<file path="src/rtl/branch_resolve_unit.sv">
// Branch resolve unit: carries IF predictions to EX, flushes on mispredict, trains BTB/PHT.
// Optional statistics counters are built when BRU_PERF_EN is defined.
module branch_resolve_unit #(
    parameter logic [31:0] RESET_PC = 32'h0000_0000
) (
    input  logic        clk,
    input  logic        reset_n,
    input  logic        if_valid,
    input  logic [31:0] if_pc,
    input  logic        if_pred_taken,
    input  logic [31:0] if_pred_pc,
    input  logic        stall,
    input  logic        ex_is_control_flow,
    input  logic        ex_taken,
    input  logic [31:0] ex_target,
    output logic        ex_valid,
    output logic [31:0] ex_pc,
    output logic        flush,
    output logic [31:0] redirect_pc,
    output logic        bp_is_control_flow,
    output logic        bp_is_correct,
    output logic [31:0] bp_pc_to_update,
    output logic [31:0] bp_branch_target,
    output logic [31:0] perf_cf_count,
    output logic [31:0] perf_mispredict_count
);

    typedef struct packed {
        logic        valid;
        logic [31:0] pc;
        logic        pred_taken;
        logic [31:0] pred_pc;
    } slot_t;

    slot_t       ifid;
    slot_t       idex;
    logic [31:0] pc_plus4;
    logic [31:0] actual_next;
    logic        cf_mis;
    logic        alias_mis;
    logic        train;

    always_ff @(posedge clk or negedge reset_n) begin
        if (!reset_n) begin
            ifid <= '{valid: 1'b0, pc: RESET_PC, pred_taken: 1'b0, pred_pc: RESET_PC};
            idex <= '{valid: 1'b0, pc: RESET_PC, pred_taken: 1'b0, pred_pc: RESET_PC};
        end else if (flush) begin
            ifid.valid <= 1'b0;
            idex.valid <= 1'b0;
        end else if (stall) begin
            idex.valid <= 1'b0;
        end else begin
            ifid <= '{valid: if_valid, pc: if_pc,
                      pred_taken: if_pred_taken, pred_pc: if_pred_pc};
            idex <= ifid;
        end
    end

    assign ex_valid    = idex.valid;
    assign ex_pc       = idex.pc;
    assign pc_plus4    = idex.pc + 32'd4;
    assign actual_next = ex_taken ? ex_target : pc_plus4;

    // A right direction with a wrong taken target still needs a redirect.
    assign cf_mis = ex_is_control_flow &&
                    ((idex.pred_taken != ex_taken) ||
                     (ex_taken && (idex.pred_pc != ex_target)));
    assign alias_mis = !ex_is_control_flow && idex.pred_taken;

    assign flush = idex.valid && (cf_mis || alias_mis);

    always_comb begin
        redirect_pc = RESET_PC;
        if (flush) begin
            redirect_pc = alias_mis ? pc_plus4 : actual_next;
        end
    end

    assign train = idex.valid && ex_is_control_flow;

    always_ff @(posedge clk or negedge reset_n) begin
        if (!reset_n) begin
            bp_is_control_flow <= 1'b0;
            bp_is_correct      <= 1'b0;
            bp_pc_to_update    <= RESET_PC;
            bp_branch_target   <= 32'h0;
        end else begin
            bp_is_control_flow <= train;
            if (train) begin
                bp_is_correct    <= (idex.pred_taken == ex_taken);
                bp_pc_to_update  <= idex.pc;
                bp_branch_target <= ex_target;
            end
        end
    end

`ifdef BRU_PERF_EN
    logic [31:0] perf_cf_q;
    logic [31:0] perf_mis_q;

    // Both counters stick at all-ones instead of wrapping.
    always_ff @(posedge clk or negedge reset_n) begin
        if (!reset_n) begin
            perf_cf_q  <= 32'h0;
            perf_mis_q <= 32'h0;
        end else begin
            if (bp_is_control_flow && (perf_cf_q != 32'hFFFF_FFFF)) begin
                perf_cf_q <= perf_cf_q + 32'd1;
            end
            if (flush && (perf_mis_q != 32'hFFFF_FFFF)) begin
                perf_mis_q <= perf_mis_q + 32'd1;
            end
        end
    end

    assign perf_cf_count         = perf_cf_q;
    assign perf_mispredict_count = perf_mis_q;
`else
    assign perf_cf_count         = 32'h0;
    assign perf_mispredict_count = 32'h0;
`endif

endmodule
</file>
<file path="config.mk">
export PLATFORM = sky130hd
export DESIGN_NAME = branch_resolve_unit
export DESIGN_NICKNAME = d
export VERILOG_FILES = /design/src/rtl/branch_resolve_unit.sv
export SDC_FILE = /design/constraint.sdc
export NUM_CORES = 1
export LEC_CHECK = 0
export ABC_AREA = 1
export BUFFER_PORTS_ARGS = -buffer_cell sky130_fd_sc_hd__buf_2
export CORE_MARGIN = 5
export CORE_UTILIZATION = 30
export CTS_CLUSTER_SIZE = 10
export DETAILED_ROUTE_END_ITERATION = 6
export HOLD_SLACK_MARGIN = 0.06
export PLACE_DENSITY_LB_ADDON = 0.12
export SYNTH_ARGS = -nofsm -noshare
export SYNTH_HDL_FRONTEND = slang
export SYNTH_SLANG_ARGS = --single-unit
</file>
<file path="constraint.sdc">
create_clock -name clk -period 3.1 [get_ports clk]
set_input_delay 0.155 -clock clk [delete_from_list [all_inputs] [get_ports clk]]
set_output_delay 0.155 -clock clk [all_outputs]
set_load 0.005 [all_outputs]
</file>
Word-level counts from Yosys, hierarchy flattened
Index checks and enable logic that the tools add are counted.

Bitwise gates (word level): 2. $add $sub $neg: 1. Muxes and demuxes: 7. Reductions and logical operators: 9. Eq/ne operators: 4.

Operator list (number): 32-bit 2-to-1 mux (3); 66-bit 2-to-1 mux (1); 32-bit by 3-bit adder with 32-bit output, second input constant (1); 32-bit inequality test (1); 1-bit logical AND (5); 1-bit 2-to-1 mux (3); 1-bit logical OR (2); 2-bit by 1-bit inequality test with 1-bit output, second input constant (1); 1-bit inverter (2); 2-bit AND reduction (1); 1-bit == test (1); 1-bit logical NOT (1); 1-bit inequality test (1).

Output and inout bits: 196. Word-level logic and storage cells: 35. Bits in registers: 198.

Longest topological paths before layout
Word-level depth: 8. Gate-level depth with buffers: 17. Depth with buffers taken out: 15.

Worst setup path before layout
OpenSTA, ideal clock, no wires.

Path kind: register to output. From: register idex, in the netlist ex_pc[2]. To: output port redirect_pc[30]. Buffers on the path: 0. Required time: 2.945 ns. Setup slack: 1.384 ns. Stages on the path, launching flop included: 10. Arrival: 1.561 ns. Cell sequence: dfrtp_1 -> ha_1 -> inv_1 -> nor3_1 -> inv_1 -> nor2_1 -> nand2_1 -> nand2_1 -> a21oi_1 -> nor3_1.

Longest elaborated chain between the ends: 4.

Ends and longest elaborated chain: from (decl) (line 36) `slot_t idex;`; from (signal assigned) (line 46) `idex <= '{valid: 1'b0, pc: RESET_PC, pred_taken: 1'b0, pred_pc: RESET_PC};`; from (signal assigned) (line 55) `idex <= ifid;`; 32-bit by 3-bit adder with 32-bit output * (line 61) `assign pc_plus4 = idex.pc + 32'd4;`; 32-bit 2-to-1 mux (line 62) `assign actual_next = ex_taken ? ex_target : pc_plus4;`; 32-bit 2-to-1 mux * (line 75) `redirect_pc = alias_mis ? pc_plus4 : actual_next;`; 32-bit 2-to-1 mux * (line 74) `if (flush) begin`; to (decl) (line 19) `output logic [31:0] redirect_pc,`.

Every way passes the cells marked *; elsewhere a longest branch is shown, timed or not.

Final worst setup path
From: register idex, in the netlist ex_pc[11]. To: output port redirect_pc[24].

Same word-level chain as after synthesis.

==> flow_summary.ini <==
[outcome]
status = completed

[critical_path]
critical_path_class = register to output port
crit_required_ns = 2.94
cp_max_fo = 5
arrival_ns = 2.77
start_kind = register
end_kind = output port

[detailed_routing]
vias = 9259
ant_nets = 0
drt_first_pass_iters = 4
drc = 0
post_drt_via_cell_ratio = 4.49
post_drt_wl_per_cell_um = 19.0
wirelength_mm = 39.1
drt_iter0_markers = 622

[sta]
fin_ws_ns = 0.171
fin_setup_tns_ns = 0
max_freq_mhz = 341
finClkSkew_ns = 0.0104
maxSlewHeadroom = 0.537
drv_slew = 0
rsz0062_at_grt = false
tightestPinTransition_ns = 0.694
finalCritPeriodShare = 0.945
hold_viol = 0
setup-violations-final = 0
period_needed_ns = 2.93

[logic_synthesis]
ys_seq_elements = 198
synthArstFlopShare = 1.00
syn_area_per_cell_um2 = 7.61
synth-edff-count = 0
yosys_warnings = 0
synth_area_mm2 = 0.0101
synth-main-ff-cell = dfrtp_1
ys_types = 33
seq_area_frac_synth = 0.490
synth_cells = 1327

[finish]
multiInputGateArea_mm2 = 0.00407
regArea_mm2 = 0.00495
final_nets = 1705
drive_gt1_frac = 0.186
syn2layout_area_growth_pct = 27.1
postLayoutCellArea_mm2 = 0.0128
final_common_cell = nand2_1
antennaDiodeCount = 0
final_util = 0.385
num-fill-cells = 3626
mostFrequentLayoutCells = 510 x nand2_1, 233 x buf_2, 198 x dfrtp_1

[clocking]
cts.path.max_buffers = 2
cts-root-buf = clkbuf_16
cts.sinks = 198
clock_latency_ns = 0.45
cts_buffers = 17
cts_tree = built
h-tree-depth = 4
clk_pin_slew_ns = 0.08
postCtsSetupRepairBufs = 0

[place]
io_buffer_count = 234
place_congestion = 0.909
hpwl_mm = 29.5
placed_cell_area_mm2 = 0.0113
dp_slack_ns = 0.560

[floorplan]
io-pin-count = 299
die_area_mm2 = 0.0375
placementRows = 67
die_y_um = 194
core_mm2 = 0.0334
start_util = 0.303
fp.dieW_um = 194

[flow_run]
cap_violations = 0

[grt]
grt_pass1_wl_mm = 59.3
grt_max_degree = 111
antenna_found_initial = 2
grt_pass1_vias = 9134
gr-total-overflow = 0
grt_usage = 0.205

[hold_path]
hold_path_class = primary input to register

[power]
power.density_mw_per_mm2 = 579
vdd_drop_max_uv = 424
power_uw = 7430
intPower_uw = 4840
p_leak_uw = 0.00693
p_sw_uw = 2590
power_frac_seq = 0.465
power_frac_comb = 0.232
p_clk_frac = 0.302
swShare = 0.349
## through the flow
| step | cells | hold slack, ns |
|---|---|---|
| 2_1_floorplan | 1390 | -0.141 |
| 3_3_place_gp | 1935 | 0.188 |
| 3_5_place_dp | 1935 | 0.179 |
| 4_1_cts | 2062 | 0.0638 |
| 5_1_grt | 2062 | 0.0996 |
| 6_report | 2062 | 0.0834 |
## sequential cells by signal (all words and copies together) (netlist names)
name	flops
bp_branch_target	32
ex_valid	1
idex	33
bp_pc_to_update	32
ex_pc	32
bp_is_control_flow	1
ifid	66
bp_is_correct	1
## layout make-up
type                       instances  share of cell area
timing repair buffer             353               0.183
multi-input combinational        946               0.317
tap                              448              0.0437
inverter                          85              0.0250
clock inverter                    15              0.0123
clock buffer                      17              0.0331
sequential                       198               0.386
## kinds of logic (layout without fill, tap and decap cells)
kind of cell,count (synthesis),in the layout,share of synthesized area
and+or+nand+nor,763,763,0.308
buffers and inverters,246,470,0.133
DFF,198,198,0.490
AOI/OAI and AO/OA,100,100,0.0513
xor gates and xnor gates,18,18,0.0156
adders and majority gates,1,1,0.00124
other,1,64,0.000371
## power by group through the flow
stage / Clock [uW] / Combinational, uW / Sequential [uW]
floorplan: 0 / 942 / 3390
global placement: 0 / 1650 / 3500
detailed placement: 0 / 1660 / 3500
CTS: 2320 / 1750 / 3460
global route: 2410 / 1950 / 3520
finish: 2250 / 1730 / 3460
## layer usage
metal  GRT usage  share of wire  vias up
li1            -              -     4559
met5           0        0.00031        -
met2       0.308           0.43      306
met4      0.0441          0.016        2
met1       0.309           0.49     4355
met3      0.0384          0.055       37
## synth_stat cells, types with 2 or more instances
cell type / n / area, um2
nand2_1: 511 / 1920
dfrtp_1: 198 / 4950
nand3_1: 150 / 751
buf_4: 102 / 766
inv_1: 84 / 315
nor2_1: 70 / 263
o21ai_0: 63 / 315
clkbuf_1: 35 / 131
a21oi_1: 29 / 145
buf_2: 22 / 110
nor3_1: 20 / 100
xnor2_1: 14 / 123
xor2_1: 4 / 35.0
nand4_1: 3 / 18.8
nor2_2: 2 / 12.5
o22ai_1: 2 / 12.5
or2_2: 2 / 12.5
## timing repair
action | in CTS | in global routing
endpoints found under the hold margin | 147 | 0
hold buffers | 95 | 0
gates resized for setup | 0 | 2
setup endpoints to repair | 0 | 2
## worst max-delay path, stage by stage, from the launching register on
cell	delay [ns]
dfrtp_1	0.51
inv_1	0.22
nor3_4	0.33
inv_1	0.08
nor2_2	0.20
nand2_1	0.11
nor2_2	0.16
nand2_1	0.08
nand2_1	0.07
nand3_1	0.07
a21oi_1	0.27
buf_2	0.21
## worst paths after layout
kind / startpoint / end / slack, ns / depth (start not counted)
hold / removal: ex_target[5] / bp_branch_target[5] / 0.08 / 3
hold reg to reg: ifid[34] / ifid[34] / 0.47 / 2
setup reg to reg: idex[10] / ifid[65] / 0.55 / 14
min in group asynchronous: reset_n / ifid[64] / 0.24 / 2
setup / recovery: ex_pc[11] / redirect_pc[24] / 0.17 / 11
max in group asynchronous: reset_n / bp_pc_to_update[29] / 1.84 / 3
Note: power is estimated with default switching activity, not from simulation.
